==> config.mk <==
export PLATFORM = sky130hd
export DESIGN_NAME = sync_fifo_reader
export DESIGN_NICKNAME = d
export VERILOG_FILES = /design/src/rtl/sync_fifo_pkg.sv /design/src/rtl/stream_skid_buffer.sv /design/src/rtl/sync_fifo_reader.sv
export SDC_FILE = /design/constraint.sdc
export NUM_CORES = 1
export LEC_CHECK = 0
export ABC_AREA = 1
export CAP_MARGIN = 30
export CORE_MARGIN = 2
export CORE_UTILIZATION = 57
export CTS_BUF_LIST = sky130_fd_sc_hd__clkbuf_4 sky130_fd_sc_hd__clkbuf_8
export DETAILED_ROUTE_END_ITERATION = 7
export GPL_TIMING_DRIVEN = 1
export HOLD_SLACK_MARGIN = 0.05
export MAX_ROUTING_LAYER = met4
export PLACE_DENSITY = 0.87
export SYNTH_ARGS = -nofsm -noshare
export SYNTH_HDL_FRONTEND = slang
export SYNTH_SLANG_ARGS = --single-unit
==> constraint.sdc <==
create_clock -name i_CLK -period 2.8 [get_ports i_CLK]
set_input_delay 0.84 -clock i_CLK [delete_from_list [all_inputs] [get_ports i_CLK]]
set_output_delay 0.84 -clock i_CLK [all_outputs]
set_load 0.05 [all_outputs]
==> src/rtl/sync_fifo_pkg.sv <==
`default_nettype none
// ============================================================================
// Module      : sync_fifo_pkg
// Description : Shared widths, buffer depth and occupancy helpers for the
//               synchronous FIFO reader.
// Revision    : 1.0 - initial release
// ============================================================================
package sync_fifo_pkg;

  localparam int c_DEFAULT_DATA_WIDTH  = 8;
  localparam int c_DEFAULT_COUNT_WIDTH = 16;
  localparam int c_BUFFER_DEPTH        = 2;

  // Occupancy of the output buffer: 0, 1 or 2 entries.
  typedef logic [1:0] occupancy_t;

  // True when another word can be requested without overrunning the buffer,
  // counting words already stored, words in flight and a pending request.
  function automatic logic has_room(input occupancy_t occupancy,
                                    input logic       in_flight,
                                    input logic       pending);
    return (int'(occupancy) + int'(in_flight) + int'(pending)) < c_BUFFER_DEPTH;
  endfunction

endpackage
`default_nettype wire

==> src/rtl/stream_skid_buffer.sv <==
`default_nettype none
// ============================================================================
// Module      : stream_skid_buffer
// Description : Two-entry in-order output buffer. The head entry drives the
//               stream data; push and pop in the same cycle keep occupancy.
// Revision    : 1.0 - initial release
// ============================================================================
module stream_skid_buffer
  import sync_fifo_pkg::*;
#(
  parameter int p_DATA_WIDTH = c_DEFAULT_DATA_WIDTH
) (
  input  logic                    i_CLK,
  input  logic                    i_RESET_N,
  input  logic                    i_PUSH,
  input  logic [p_DATA_WIDTH-1:0] i_DATA,
  input  logic                    i_POP,
  output logic [p_DATA_WIDTH-1:0] o_DATA,
  output occupancy_t              o_OCCUPANCY
);

  logic [p_DATA_WIDTH-1:0] r_head;
  logic [p_DATA_WIDTH-1:0] r_tail;
  occupancy_t              r_occupancy;

  // Shift-style storage: the head is always the oldest word, the tail the next.
  always_ff @(posedge i_CLK or negedge i_RESET_N) begin
    if (!i_RESET_N) begin
      r_head      <= '0;
      r_tail      <= '0;
      r_occupancy <= '0;
    end else begin
      case ({i_PUSH, i_POP})
        2'b10: begin
          if (r_occupancy == 2'd0) begin
            r_head <= i_DATA;
          end else begin
            r_tail <= i_DATA;
          end
          r_occupancy <= r_occupancy + 2'd1;
        end
        2'b01: begin
          r_head      <= r_tail;
          r_occupancy <= r_occupancy - 2'd1;
        end
        2'b11: begin
          // Head leaves; the incoming word lands behind whatever remains.
          if (r_occupancy == 2'd1) begin
            r_head <= i_DATA;
          end else begin
            r_head <= r_tail;
            r_tail <= i_DATA;
          end
        end
        default: begin
        end
      endcase
    end
  end

  assign o_DATA      = r_head;
  assign o_OCCUPANCY = r_occupancy;

  a_no_overflow: assert property (@(posedge i_CLK) disable iff (!i_RESET_N)
    !(i_PUSH && !i_POP && (r_occupancy == 2'd2)));

  a_no_underflow: assert property (@(posedge i_CLK) disable iff (!i_RESET_N)
    !(i_POP && (r_occupancy == 2'd0)));

endmodule
`default_nettype wire

==> src/rtl/sync_fifo_reader.sv <==
`default_nettype none
// ============================================================================
// Module      : sync_fifo_reader
// Description : Drains a registered-output FIFO into a valid/ready stream.
//               Requests are spaced at least two cycles apart so the lagging
//               empty flag is never trusted twice, and a two-entry buffer
//               absorbs downstream back-pressure.
// Revision    : 1.0 - initial release
// ============================================================================
module sync_fifo_reader
  import sync_fifo_pkg::*;
#(
  parameter int p_DATA_WIDTH  = c_DEFAULT_DATA_WIDTH,
  parameter int p_COUNT_WIDTH = c_DEFAULT_COUNT_WIDTH
) (
  input  logic                     i_CLK,
  input  logic                     i_RESET_N,
  input  logic                     i_ENABLE,
  input  logic                     i_FIFO_EMPTY,
  input  logic [p_DATA_WIDTH-1:0]  i_FIFO_DATA,
  output logic                     o_READ_REQUEST,
  output logic                     o_VALID,
  input  logic                     i_READY,
  output logic [p_DATA_WIDTH-1:0]  o_DATA,
  output logic [p_COUNT_WIDTH-1:0] o_COUNT,
  output logic                     o_BUSY
);

  logic                     r_started;
  logic                     r_read_request;
  logic                     r_in_flight;
  logic [p_COUNT_WIDTH-1:0] r_count;
  occupancy_t               w_occupancy;
  logic                     w_transfer;

  assign o_VALID    = (w_occupancy != 2'd0);
  assign w_transfer = o_VALID & i_READY;

  // Issue FIFO reads: one-cycle startup holdoff, never back to back, and only
  // when the buffer can take the word once it returns.
  always_ff @(posedge i_CLK or negedge i_RESET_N) begin
    if (!i_RESET_N) begin
      r_started      <= 1'b0;
      r_read_request <= 1'b0;
      r_in_flight    <= 1'b0;
    end else begin
      r_started      <= 1'b1;
      r_in_flight    <= r_read_request;
      r_read_request <= r_started & i_ENABLE & ~i_FIFO_EMPTY & ~r_read_request
                        & has_room(w_occupancy, r_in_flight, r_read_request);
    end
  end

  // Count completed stream transfers; wraps naturally at all-ones.
  always_ff @(posedge i_CLK or negedge i_RESET_N) begin
    if (!i_RESET_N) begin
      r_count <= '0;
    end else if (w_transfer) begin
      r_count <= r_count + p_COUNT_WIDTH'(1);
    end
  end

  // The FIFO read data is valid during the in-flight cycle and is captured
  // at the edge that closes it.
  stream_skid_buffer #(
    .p_DATA_WIDTH (p_DATA_WIDTH)
  ) u_skid_buffer (
    .i_CLK       (i_CLK),
    .i_RESET_N   (i_RESET_N),
    .i_PUSH      (r_in_flight),
    .i_DATA      (i_FIFO_DATA),
    .i_POP       (w_transfer),
    .o_DATA      (o_DATA),
    .o_OCCUPANCY (w_occupancy)
  );

  assign o_READ_REQUEST = r_read_request;
  assign o_COUNT        = r_count;
  assign o_BUSY         = (w_occupancy != 2'd0) | r_in_flight | r_read_request;

endmodule
`default_nettype wire

Word level (Yosys, flattened, before mapping)
Cells that the tools add are included.
{"block": "word_totals", "regBits": 37, "input_bits": 13, "out_inout_bits": 27}
{"block": "op_classes", "addsub": 5, "order_cmp": 1, "n_eq_ne": 7, "mux": 7, "n_bitwise": 9, "reduce_logical": 7}
{"op": "2-to-1 mux 8 bit", "n": 4}
{"op": "case mux 8 bit (3 select lines)", "n": 1}
{"op": "adder 16 x 1 -> 16 bit, second input constant", "n": 1}
{"op": "case mux 8 bit (2 select lines)", "n": 1}
{"op": "nonzero test 2 bit", "n": 3}
{"op": "AND 1 bit", "n": 5}
{"op": "adder 3 x 1 -> 4 bit", "n": 1}
{"op": "== test 2 x 1 -> 1 bit, second input constant", "n": 2}
{"op": "== test 2 bit, second input constant", "n": 2}
{"op": "less-than comparator 4 x 2 -> 1 bit, second input constant", "n": 1}
{"op": "!= test 2 bit, second input constant", "n": 2}
{"op": "case mux 2 bit (2 select lines)", "n": 1}
{"op": "adder 2 x 1 -> 3 bit", "n": 1}
{"op": "AND reduction 3 bit", "n": 1}
{"op": "nonzero test 3 bit", "n": 1}
{"op": "adder 2 x 1 -> 2 bit, second input constant", "n": 1}
{"op": "zero test 2 bit", "n": 1}
{"op": "!= test 2 x 1 -> 1 bit, second input constant", "n": 1}
{"op": "NOT 1 bit", "n": 2}
{"op": "OR 1 bit", "n": 2}
{"op": "AND reduction 2 bit", "n": 1}
{"op": "subtractor 2 x 1 -> 2 bit, second input constant", "n": 1}

Longest topological paths before layout
Gate-level depths: netlist of run 1.
{"block": "depth", "ltp_word": 5, "depth_mapped": 10}

Modules after synthesis
From an unflattened synthesis of run 1, not the netlist that was laid out.
{"block": "unflattened", "cells_unflattened": 236, "hier_area_um2": 1953.1}
{"mod": "sync_fifo_reader", "n_inst": 1, "cells_each": 115, "area_each_um2": 988.4, "seq_area_each_um2": 475.5}
{"mod": "stream_skid_buffer", "n_inst": 1, "cells_each": 121, "area_each_um2": 964.7, "seq_area_each_um2": 450.4}

Worst setup path before layout of run 1
Ideal clock, no wire load.
{"block": "synth_path", "path_kind": "reg-to-output", "start": "register r_read_request (netlist: o_READ_REQUEST)", "end": "output o_BUSY", "arrival_ns": 1.081, "path_slack_ns": 0.879, "stages_incl_launch_ff": 3, "path_buffers": 0, "cell_sequence": "dfrtp_1 nor2_1 nand2_1"}
{"block": "synth_between", "elab_chain_len": 1}
{"item": "from (decl)", "line_no": "sync_fifo_reader.sv:30", "rtl": "logic r_read_request;"}
{"item": "from (signal assigned)", "line_no": "sync_fifo_reader.sv:49", "rtl": "r_read_request <= r_started & i_ENABLE & ~i_FIFO_EMPTY & ~r_read_request"}
{"item": "OR 1 bit", "line_no": "sync_fifo_reader.sv:79", "rtl": "assign o_BUSY = (w_occupancy != 2'd0) | r_in_flight | r_read_request;"}
{"item": "to (decl)", "line_no": "sync_fifo_reader.sv:26", "rtl": "output logic o_BUSY"}
Every way passes these cells.

Worst setup path after layout of run 1
{"block": "layout_path", "start": "register r_count[3] (netlist: o_COUNT[3])", "end": "output o_COUNT[3]"}
{"item": "from (decl)", "line_no": "sync_fifo_reader.sv:32", "rtl": "logic [p_COUNT_WIDTH-1:0] r_count;"}
{"item": "from (signal assigned)", "line_no": "sync_fifo_reader.sv:59", "rtl": "r_count <= r_count + p_COUNT_WIDTH'(1);"}
{"item": "to (decl)", "line_no": "sync_fifo_reader.sv:25", "rtl": "output logic [p_COUNT_WIDTH-1:0] o_COUNT,"}
No word-level cell between the ends.

==> metrics.log, run 1 <==
INFO  metric outcome = finished clean
INFO  metric period_needed = 2.52 ns
INFO  metric synth_top_cell_area_share = 47.3%
INFO  metric synth.yosys.seq_area_share = 47.3%
INFO  metric initial_core_utilization = 59.1%
INFO  metric clock_sink_count = 37
INFO  metric critPathBufInv = 1
INFO  metric finalSetupViolations = 0
INFO  metric grt_pass1_vias = 1622
INFO  metric crit_slowest_cell = sky130_fd_sc_hd__clkdlybuf4s50_1
INFO  metric wl_per_cell = 11.8 microns
INFO  metric postCtsHoldBufs = 0
INFO  metric ys_warn_count = 0
INFO  metric tritoncts = yes
INFO  metric yosysTopAreaCell = sky130_fd_sc_hd__dfrtp_1
INFO  metric cellInternalPower = 0.00118 W
INFO  metric layout_commonest_cell = sky130_fd_sc_hd__nand2_1
INFO  metric setup-tns-final = 0 ns
INFO  metric slew_viol_final = 0
INFO  metric finalHoldViolCount = 0
INFO  metric synth.ff_latch_count = 37
INFO  metric io_buffers = 39
INFO  metric seq_power_share = 36.4%
INFO  metric clock_path_buffers = 2
INFO  metric cap_violations = 0
INFO  metric timing.max_slew.rel_slack = 66.0%
INFO  metric drtAntennaViolNets = 0
INFO  metric cts.htree.levels = 2
INFO  metric mappedNetlistArea = 1960 sq um
INFO  metric synth_area_per_cell = 8.33 sq um
INFO  metric series_of_cell_instances_along_the_critical_path = clkdlybuf4s50_1
INFO  metric floorplan.die.height = 62.6 microns
INFO  metric layout.nets = 298
INFO  metric finalClockSkew = 0.0129 ns
INFO  metric clk_latency = 0.34 ns
INFO  metric cts.clk_slew.worst_paths = 0.10 ns
INFO  metric grt_first_pass_wirelength = 6870 microns
INFO  metric global_route.overflow_total = 0
INFO  metric drt-initial-drc-count = 83
INFO  metric rows = 21
INFO  metric postLayoutSetupSlackWorst = 0.277 ns
INFO  metric rsz_0062_raised_after_global_routing = false
INFO  metric design.core.area = 3310 sq um
INFO  metric cp-end-kind = output pin
INFO  metric grt_util_all_layers = 22.5%
INFO  metric drt-pass1-iter-count = 5
INFO  metric fp.dieArea = 3920 sq um
INFO  metric dpl.cell_count = 318
INFO  metric total_leakage_power = 1.18 nW
INFO  metric worst_ep_required_time = 1.96 ns
INFO  metric synth_edf_count = 0
INFO  metric syn2layout_area_growth = 24.0%
INFO  metric totalWireLength = 3830 microns
INFO  metric post-route-drc-count = 0
INFO  metric worst-endpoint-arrival = 1.68 ns
INFO  metric power_switching = 0.00112 W
INFO  metric worst_setup_path_start_kind = register
INFO  metric power_switching_share = 48.6%
INFO  metric crit_family = buffers and inverters
INFO  metric min_period_over_period = 90.1%
INFO  metric netlist-cell-type-count = 31
INFO  metric holdCritPathClass = register to register
INFO  metric worstMarginPinSlew = 0.509 ns
INFO  metric r2r-start = u_skid_buffer.o_OCCUPANCY[0]
INFO  metric yosys_most_used_dff = sky130_fd_sc_hd__dfrtp_1
INFO  metric critPathMaxStageDelay = 0.85 ns
INFO  metric hold_path_startpoint = u_skid_buffer.r_tail[5]
INFO  metric clock_power_share = 10.9%
INFO  metric postSynth.asyncResetShare = 100%
INFO  metric instances_no_fill = 324
INFO  metric synth.net_count = 254
INFO  metric worst-setup-path-type = register to output pin
INFO  metric whs_path_depth = 2
INFO  metric via_count = 1661
INFO  metric hold_path_end = u_skid_buffer.r_tail[5]
INFO  metric tritoncts.num_buffers = 5
INFO  metric final_cell_mix = sky130_fd_sc_hd__nand2_1 (66), sky130_fd_sc_hd__inv_1 (37), sky130_fd_sc_hd__clkdlybuf4s50_1 (37), sky130_fd_sc_hd__dfrtp_1 (37), sky130_fd_sc_hd__nand3_1 (15)
INFO  metric clock_root_buffer = sky130_fd_sc_hd__clkbuf_4
INFO  metric synth.top_cells.by_area = sky130_fd_sc_hd__dfrtp_1 (47%), sky130_fd_sc_hd__nand2_1 (13%), sky130_fd_sc_hd__inv_1 (7.1%), sky130_fd_sc_hd__nand4_1 (4.2%), sky130_fd_sc_hd__ha_1 (3.8%)
INFO  metric crit-reg2reg-capture = u_skid_buffer.o_OCCUPANCY[0]
INFO  metric powerDensity = 945 nW/um^2
INFO  metric cp_max_fo = 6
INFO  metric antenna_cells = 0
INFO  metric io_pins = 40
INFO  metric drive_above_1_share = 7.91%
INFO  metric vdd_ir_drop_max = 0.643 mV
INFO  metric via_per_inst = 5.13
INFO  metric finalWeightedCongestion = 0.827
INFO  metric place_ws = 0.391 ns
INFO  metric grt_antenna_before_repair = 0
INFO  metric pwr-share-comb = 52.6%
INFO  metric die_x = 62.6 microns
INFO  metric worst_r2r_path_depth = 7
INFO  metric syn_inst = 235
INFO  metric detailed_place_hpwl = 2810 microns
INFO  metric grt_max_degree = 38
INFO  metric achievable_freq = 396 MHz
INFO  metric reg2reg_slack = 0.98 ns
==> worst max-delay path by stage <==
stage | from | end | cells after the start
after floorplan | o_READ_REQUEST | o_BUSY | 2
after global placement | u_skid_buffer.o_OCCUPANCY[0] | o_BUSY | 4
after detailed placement | u_skid_buffer.o_OCCUPANCY[0] | o_BUSY | 4
after CTS | u_skid_buffer.o_OCCUPANCY[0] | o_BUSY | 4
after global routing | o_COUNT[3] | o_COUNT[3] | 1
final | o_COUNT[3] | o_COUNT[3] | 1
==> layout make-up <==
class | count | area (sq um)
Sequential cell | 37 | 926
Fill cell | 266 | 882
Timing Repair Buffer | 40 | 398
Clock buffer | 5 | 37.5
Clock inverter | 1 | 5.00
Tap cell | 46 | 57.6
Multi-Input combinational cell | 155 | 850
Inverter | 40 | 155
==> power groups by stage <==
stage / Clock, W / Combinational [W] / Sequential (W)
floorplan: 0 / 0.000520 / 0.00117
global placement: 0 / 0.00118 / 0.000835
detailed placement: 0 / 0.00122 / 0.000844
CTS: 0.000262 / 0.00122 / 0.000836
global route: 0.000283 / 0.00131 / 0.000861
finish: 0.000250 / 0.00121 / 0.000836
==> registers in the layout, summed over array words and instances, names as in the netlist <==
name and count:
u_skid_buffer.o_OCCUPANCY 2, u_skid_buffer.r_tail 8, o_READ_REQUEST 1, o_COUNT 16, r_in_flight 1, r_started 1, u_skid_buffer.o_DATA 8
==> cells by family after synthesis <==
logic type	share of synthesized area, %
simple gates	29.1
xor+xnor	4.47
other cells	0.192
buf+inv	9.33
compound gates	5.75
fa+ha+maj	3.83
flops	47.3
==> stage by stage <==
stage | cell area [sq um] | power [W] | util [%] | hold slack [ns]
5_1_grt | 2430 | 0.00245 | 73.4 | 0.506
4_1_cts | 2430 | 0.00232 | 73.3 | 0.485
3_5_place_dp | 2380 | 0.00206 | 72.0 | 0.460
2_1_floorplan | 1960 | 0.00169 | - | 0.442
6_report | 2430 | 0.00229 | 73.4 | 0.482
3_3_place_gp | 2380 | 0.00201 | 72.0 | 0.454
==> Yosys cell counts, drive strengths merged, types with 3 or more instances <==
cell	n
nand2	70
xnor2	5
ha	6
inv	39
nand4	13
nor3	3
buf	3
nor2	16
o21ai	13
nand3	17
xor2	5
dfrtp	37
==> what timing repair did <==
action,in CTS,in global routing
hold endpoints to repair,0,0
endpoints found under the setup margin,0,1
gates resized for setup,0,1
setup buffers,0,0
==> per-layer routing <==
metal | part of all wire (%) | wire, microns | GRT usage (%)
met1 | 44 | 1670 | 24.2
met4 | 1.6 | 62 | 7.50
met5 | 0 | 0 | -
met3 | 5.0 | 192 | 4.68
met2 | 50 | 1910 | 41.0
Note: power is estimated with default switching activity, not from simulation.
==> inputs of run 2 (changes only) <==
==> constraint.sdc (replaced) <==
create_clock -name i_CLK -period 2.8 [get_ports i_CLK]
set_input_delay 0.84 -clock i_CLK [delete_from_list [all_inputs] [get_ports i_CLK]]
set_output_delay 0.84 -clock i_CLK [all_outputs]
set_load 0.02 [all_outputs]
==> run 2 against run 1 <==
  * Wire length rose by 2.4%
  * Final cell count rose by 0.31%
  * Total power fell by 10%
  * Sequential power barely moved
  * Critical path type unchanged
  * Largest power group unchanged
  * Highest routed layer unchanged
==> metrics.log, run 2 (same netlist as run 1, synthesis figures left out) <==
INFO  metric post-route-drc-count = 0 (unchanged)
INFO  metric drtAntennaViolNets = 0 (unchanged)
INFO  metric via_per_inst = 5.11 (was 5.13)
INFO  metric min_period_over_period = 94.7% (was 90.1%)
INFO  metric worst_setup_path_start_kind = register (unchanged)
INFO  metric period_needed = 2.65 ns (was 2.52 ns)
INFO  metric post_cts_resize_count = 0 (unchanged)
INFO  metric io_pins = 40 (unchanged)
INFO  metric cap_violations = 0 (unchanged)
INFO  metric antenna_cells = 0 (unchanged)
INFO  metric clock_path_buffers = 2 (unchanged)
INFO  metric clk_latency = 0.34 ns (about the same)
INFO  metric grt_first_pass_wirelength = 7030 microns (was 6870 microns)
INFO  metric holdCritPathClass = register to register (unchanged)
INFO  metric outcome = finished clean (unchanged)
INFO  metric grt_util_all_layers = 23.4% (was 22.5%)
INFO  metric vdd_ir_drop_max = 0.555 mV (was 0.643 mV)
INFO  metric syn2layout_area_growth = 24.9% (was 24.0%)
INFO  metric setup-tns-final = 0 ns (unchanged)
INFO  metric drt-pass1-iter-count = 5 (unchanged)
INFO  metric detailed_place_hpwl = 2930 microns (was 2810 microns)
INFO  metric worst_r2r_path_depth = 8 (was 7)
INFO  metric grt_pass1_vias = 1571 (was 1622)
INFO  metric worst-endpoint-arrival = 1.81 ns (was 1.68 ns)
INFO  metric initial_core_utilization = 59.1% (unchanged)
INFO  metric crit-reg2reg-capture = o_COUNT[9] (was u_skid_buffer.o_OCCUPANCY[0])
INFO  metric finalClockSkew = 0.0103 ns (was 0.0129 ns)
INFO  metric cp-end-kind = output pin (unchanged)
INFO  metric wl_per_cell = 12.1 microns (was 11.8 microns)
INFO  metric grt_max_degree = 38 (unchanged)
INFO  metric postCtsHoldBufs = 0 (unchanged)
INFO  metric layout.nets = 298 (unchanged)
INFO  metric hold_path_startpoint = o_READ_REQUEST (was u_skid_buffer.r_tail[5])
INFO  metric drt-initial-drc-count = 93 (was 83)
INFO  metric cts.clk_slew.worst_paths = 0.10 ns (about the same)
INFO  metric cts.htree.levels = 2 (unchanged)
INFO  metric whs_path_depth = 0 (was 2)
INFO  metric worst-setup-path-type = register to output pin (unchanged)
INFO  metric layout_commonest_cell = sky130_fd_sc_hd__nand2_1 (unchanged)
INFO  metric rows = 21 (unchanged)
INFO  metric via_count = 1660 (was 1661)
INFO  metric totalWireLength = 3920 microns (was 3830 microns)
INFO  metric grt_antenna_before_repair = 0 (unchanged)
INFO  metric achievable_freq = 377 MHz (was 396 MHz)
INFO  metric finalWeightedCongestion = 0.792 (was 0.827)
INFO  metric total_leakage_power = 1.18 nW (about the same)
INFO  metric final_cell_mix = sky130_fd_sc_hd__nand2_1 (66), sky130_fd_sc_hd__clkdlybuf4s50_1 (39), sky130_fd_sc_hd__inv_1 (37), sky130_fd_sc_hd__dfrtp_1 (37), sky130_fd_sc_hd__nand3_1 (15) (was sky130_fd_sc_hd__nand2_1 (66), sky130_fd_sc_hd__inv_1 (37), sky130_fd_sc_hd__clkdlybuf4s50_1 (37), sky130_fd_sc_hd__dfrtp_1 (37), sky130_fd_sc_hd__nand3_1 (15))
INFO  metric rsz_0062_raised_after_global_routing = false (unchanged)
INFO  metric slew_viol_final = 0 (unchanged)
INFO  metric reg2reg_slack = 1.02 ns (was 0.98 ns)
INFO  metric fp.dieArea = 3920 sq um (unchanged)
INFO  metric powerDensity = 845 nW/um^2 (was 945 nW/um^2)
INFO  metric cts_post_setup_buffers_inserted = 0 (unchanged)
INFO  metric fillCellCount = 271 (was 266)
INFO  metric tritoncts.num_buffers = 5 (unchanged)
INFO  metric finalSetupViolations = 0 (unchanged)
INFO  metric clock_sink_count = 37 (unchanged)
INFO  metric hold_path_end = r_in_flight (was u_skid_buffer.r_tail[5])
INFO  metric drive_above_1_share = 7.89% (was 7.91%)
INFO  metric worst_ep_required_time = 1.96 ns (about the same)
INFO  metric die_x = 62.6 microns (unchanged)
INFO  metric power.total = 0.00206 W (was 0.00229 W)
INFO  metric tritoncts = yes (unchanged)
INFO  metric r2r-start = u_skid_buffer.o_OCCUPANCY[0] (unchanged)
INFO  metric finalHoldViolCount = 0 (unchanged)
INFO  metric global_route.overflow_total = 0 (unchanged)
INFO  metric flip_flop_count_of_the_largest_register_all_copies_and_words_added = 16 (unchanged)
INFO  metric design.core.area = 3310 sq um (unchanged)
INFO  metric floorplan.die.height = 62.6 microns (unchanged)
INFO  metric cp_max_fo = 5 (was 6)
INFO  metric clock_root_buffer = sky130_fd_sc_hd__clkbuf_4 (unchanged)
INFO  metric io_buffers = 39 (unchanged)
run 2: metrics by stage:
step | util, % | setup WS [ns] | hold WS (ns) | instances | cell area [sq um]
6_report | 73.8 | 0.148 | 0.470 | 325 | 2440
2_1_floorplan | - | 1.13 | 0.442 | 235 | 1960
5_1_grt | 73.8 | 0.0619 | 0.506 | 325 | 2440
4_1_cts | 73.8 | 0.142 | 0.473 | 325 | 2440
3_5_place_dp | 72.1 | 0.521 | 0.450 | 318 | 2390
3_3_place_gp | 72.1 | 0.546 | 0.445 | 318 | 2390
run 2: layout make-up:
cell class	instances	area (sq um)	area share, %
flip-flops and latches	37	926	37.9
multi-input cells	155	850	34.7
repair buffers	40	398	16.3
inverters	40	155	6.35
clock buffers	7	58.8	2.41
well taps	46	57.6	2.35
run 2: worst max-delay path, stage by stage, from the launching register on:
cell                              delay [ns]
sky130_fd_sc_hd__dfrtp_1                0.45
sky130_fd_sc_hd__inv_1                  0.09
sky130_fd_sc_hd__ha_1                   0.22
sky130_fd_sc_hd__inv_1                  0.10
sky130_fd_sc_hd__clkdlybuf4s50_1        0.62
run 2: power breakdown:
part	switching (W)	leakage, nW	internal (W)	total [W]
Clock	0.000167	0.0348	0.000128	0.000295
Combinational	0.000544	0.673	0.000391	0.000934
Sequential	0.000130	0.470	0.000705	0.000835
run 2: layer usage:
layer / global-route usage, % / vias to the layer above / part of all wire (%)
li1: - / 831 / -
met1: 28.8 / 759 / 44
met2: 37.6 / 64 / 49
met3: 4.68 / 6 / 6.4
met4: 10.0 / 0 / 1.6
met5: - / - / 0
run 2: how the worst max path moves through the flow:
| stage | startpoint | to | slack, ns | cells past startpoint |
|---|---|---|---|---|
| floorplan | u_skid_buffer.o_OCCUPANCY[0] | o_VALID | 1.13 | 3 |
| global placement | u_skid_buffer.o_OCCUPANCY[0] | o_VALID | 0.55 | 4 |
| detailed placement | i_READY | u_skid_buffer.r_tail[4] | 0.52 | 7 |
| CTS | u_skid_buffer.o_OCCUPANCY[0] | o_VALID | 0.14 | 4 |
| global route | u_skid_buffer.o_OCCUPANCY[0] | o_VALID | 0.06 | 4 |
| finish | u_skid_buffer.o_OCCUPANCY[0] | o_VALID | 0.15 | 4 |
==> inputs of run 3 (changes only) <==
--- a/config.mk
+++ b/config.mk
@@ -7,14 +7,16 @@
 export LEC_CHECK = 0
 export ABC_AREA = 1
 export CAP_MARGIN = 30
+export CORE_ASPECT_RATIO = 1.25
 export CORE_MARGIN = 2
 export CORE_UTILIZATION = 57
 export CTS_BUF_LIST = sky130_fd_sc_hd__clkbuf_4 sky130_fd_sc_hd__clkbuf_8
 export DETAILED_ROUTE_END_ITERATION = 7
-export GPL_TIMING_DRIVEN = 1
+export GPL_TIMING_DRIVEN = 0
 export HOLD_SLACK_MARGIN = 0.05
 export MAX_ROUTING_LAYER = met4
 export PLACE_DENSITY = 0.87
+export SLEW_MARGIN = 20
 export SYNTH_ARGS = -nofsm -noshare
 export SYNTH_HDL_FRONTEND = slang
 export SYNTH_SLANG_ARGS = --single-unit
==> run 3 against run 2 <==
  * First-iteration DRC count fell by 41%
  * Fmax rose by 2.7%
  * Global-route usage fell by 0.075 points
  * Non-clock buffer count rose by 3
  * Critical path depth did not move
  * Wire length fell by 3.4%
==> metrics.log, run 3 (same netlist as run 1, synthesis figures left out) <==
INFO  metric outcome = finished clean (unchanged)
INFO  metric via_per_inst = 5.11 (about the same)
INFO  metric series_of_cell_instances_along_the_critical_path = inv_1, ha_1, inv_1, clkdlybuf4s50_1 (unchanged)
INFO  metric crit_slowest_cell = sky130_fd_sc_hd__clkdlybuf4s50_1 (unchanged)
INFO  metric slew_viol_final = 0 (unchanged)
INFO  metric finalSetupViolations = 0 (unchanged)
INFO  metric worst-setup-path-type = register to output pin (unchanged)
INFO  metric wl_per_cell = 11.8 microns (was 12.1 microns)
INFO  metric crit_top_cell = sky130_fd_sc_hd__inv_1 (unchanged)
INFO  metric grt_max_degree = 26 (was 38)
INFO  metric grt_pass1_vias = 1659 (was 1571)
INFO  metric antenna_cells = 0 (unchanged)
INFO  metric drt-initial-drc-count = 55 (was 93)
INFO  metric io_buffers = 39 (unchanged)
INFO  metric drt-pass1-iter-count = 4 (was 5)
INFO  metric via_count = 1634 (was 1660)
INFO  metric crit_family = buffers and inverters (unchanged)
INFO  metric total_leakage_power = 1.21 nW (was 1.18 nW)
INFO  metric grt_first_pass_wirelength = 7110 microns (was 7030 microns)
INFO  metric clock_root_buffer = sky130_fd_sc_hd__clkbuf_8 (was sky130_fd_sc_hd__clkbuf_4)
INFO  metric fp.dieArea = 3920 sq um (about the same)
INFO  metric combined_area_of_the_multi_input_logic_cells = 850 sq um (unchanged)
INFO  metric finalHoldViolCount = 0 (unchanged)
INFO  metric drive_above_1_share = 9.54% (was 7.89%)
INFO  metric design.core.area = 3250 sq um (was 3310 sq um)
INFO  metric totalWireLength = 3790 microns (was 3920 microns)
INFO  metric grt_util_all_layers = 23.3% (was 23.4%)
INFO  metric vdd_ir_drop_max = 0.720 mV (was 0.555 mV)
INFO  metric critPathMaxStageDelay = 0.61 ns (was 0.62 ns)
INFO  metric achievable_freq = 387 MHz (was 377 MHz)
INFO  metric cts_post_setup_buffers_inserted = 0 (unchanged)
INFO  metric tritoncts.num_buffers = 5 (unchanged)
INFO  metric flip_flop_count_of_the_largest_register_all_copies_and_words_added = 16 (unchanged)
INFO  metric fillCellCount = 237 (was 271)
INFO  metric die_x = 56.4 microns (was 62.6 microns)
INFO  metric critPathBufInv = 3 (unchanged)
INFO  metric clock_path_buffers = 2 (unchanged)
INFO  metric drtAntennaViolNets = 0 (unchanged)
INFO  metric number_of_logic_stages_on_the_critical_path_including_buffering = 4 (unchanged)
INFO  metric layout.nets = 301 (was 298)
INFO  metric min_period_over_period = 92.3% (was 94.7%)
INFO  metric final_cell_mix = sky130_fd_sc_hd__nand2_1 (66), sky130_fd_sc_hd__clkdlybuf4s50_1 (38), sky130_fd_sc_hd__inv_1 (37), sky130_fd_sc_hd__dfrtp_1 (37), sky130_fd_sc_hd__nand3_1 (15) (was sky130_fd_sc_hd__nand2_1 (66), sky130_fd_sc_hd__clkdlybuf4s50_1 (39), sky130_fd_sc_hd__inv_1 (37), sky130_fd_sc_hd__dfrtp_1 (37), sky130_fd_sc_hd__nand3_1 (15))
INFO  metric holdCritPathClass = primary input to asynchronous set/reset pin (was register to register)
INFO  metric detailed_place_hpwl = 2830 microns (was 2930 microns)
INFO  metric cap_violations = 0 (unchanged)
INFO  metric worst_ep_required_time = 1.96 ns (about the same)
INFO  metric initial_core_utilization = 60.2% (was 59.1%)
INFO  metric cts.htree.levels = 2 (unchanged)
INFO  metric power.total = 0.00216 W (was 0.00206 W)
INFO  metric clock_sink_count = 37 (unchanged)
INFO  metric powerDensity = 865 nW/um^2 (was 845 nW/um^2)
INFO  metric floorplan.die.height = 69.5 microns (was 62.6 microns)
INFO  metric cp_max_fo = 5 (unchanged)
INFO  metric rows = 23 (was 21)
INFO  metric worst_r2r_path_depth = 9 (was 8)
INFO  metric tritoncts = yes (unchanged)
INFO  metric rsz_0062_raised_after_global_routing = false (unchanged)
INFO  metric setup-tns-final = 0 ns (unchanged)
INFO  metric finalWeightedCongestion = 0.782 (was 0.792)
INFO  metric cts.clk_slew.worst_paths = 0.07 ns (was 0.10 ns)
INFO  metric sequential_cell_area = 926 sq um (unchanged)
INFO  metric period_needed = 2.58 ns (was 2.65 ns)
INFO  metric post_cts_resize_count = 0 (unchanged)
INFO  metric post-route-drc-count = 0 (unchanged)
INFO  metric worst_setup_path_start_kind = register (unchanged)
INFO  metric grt_antenna_before_repair = 0 (unchanged)
INFO  metric finalClockSkew = 0.00676 ns (was 0.0103 ns)
INFO  metric worst-endpoint-arrival = 1.74 ns (was 1.81 ns)
INFO  metric postCtsHoldBufs = 0 (unchanged)
INFO  metric syn2layout_area_growth = 27.5% (was 24.9%)
INFO  metric global_route.overflow_total = 0 (unchanged)
INFO  metric io_pins = 40 (unchanged)
INFO  metric clk_latency = 0.29 ns (was 0.34 ns)
INFO  metric cp-end-kind = output pin (unchanged)
INFO  metric layout_commonest_cell = sky130_fd_sc_hd__nand2_1 (unchanged)
[run 3: cell types whose count changed in the layout (fill, tap and decap cells not counted), sizes merged]
cell | before | now
buf | 1 | 5
clkinv | 1 | 3
clkbuf | 7 | 6
clkdlybuf4s50 | 39 | 38
[run 3: path summary, 6_finish.rpt]
check | from | to | slack [ns]
worst max-delay path | u_skid_buffer.o_OCCUPANCY[0] | o_VALID | 0.22
worst min-delay path | i_RESET_N | u_skid_buffer.r_tail[7] | 0.43
worst max register to register | u_skid_buffer.o_OCCUPANCY[0] | o_COUNT[13] | 1.10
worst min register to register | u_skid_buffer.r_tail[2] | u_skid_buffer.r_tail[2] | 0.47
max in group asynchronous | i_RESET_N | o_COUNT[12] | 1.94
min in group i_CLK | u_skid_buffer.r_tail[2] | u_skid_buffer.r_tail[2] | 0.47
[run 3: where the power goes]
part / leakage, nW / total [W] / switching, W / internal [W]
combinational: 0.694 / 0.000954 / 0.000545 / 0.000409
sequential: 0.470 / 0.000832 / 0.000126 / 0.000706
clock: 0.0484 / 0.000374 / 0.000192 / 0.000182
total: 1.21 / 0.00216 / 0.000863 / 0.00130
[run 3: cell type report]
cell class / instances / area share (%)
Clock buffer: 6 / 3.06
Tap cell: 37 / 1.85
Multi-Input combinational cell: 155 / 34.0
Buffer: 3 / 1.10
Clock inverter: 2 / 0.401
Sequential cell: 37 / 37.1
Inverter: 40 / 6.22
Timing Repair Buffer: 40 / 16.2
[run 3: stage by stage]
stage / cell area, sq um / util (%) / hold slack (ns) / setup WS, ns / std cells
floorplan: 1960 / - / 0.442 / 1.13 / 235
global placement: 2390 / 73.6 / 0.449 / 0.0603 / 311
detailed placement: 2410 / 74.1 / 0.458 / 0.519 / 312
CTS: 2500 / 76.8 / 0.433 / 0.194 / 320
global route: 2500 / 76.8 / 0.443 / 0.133 / 320
finish: 2500 / 76.8 / 0.431 / 0.216 / 320
[run 3: worst reg2reg max path, delay by kind of cell (launching register included)]
family,cells,cell delay (ns)
fa+ha+maj,1,0.21
buf+inv,4,0.47
flops,1,0.45
simple gates,4,0.47
[run 3: routing by layer]
metal,vias to the layer above,share of wire [%],GRT usage (%)
met2,39,49,38.8
met4,0,1.3,8.20
met1,752,44,26.6
met3,7,6.1,6.53
li1,836,-,-
met5,-,0,-
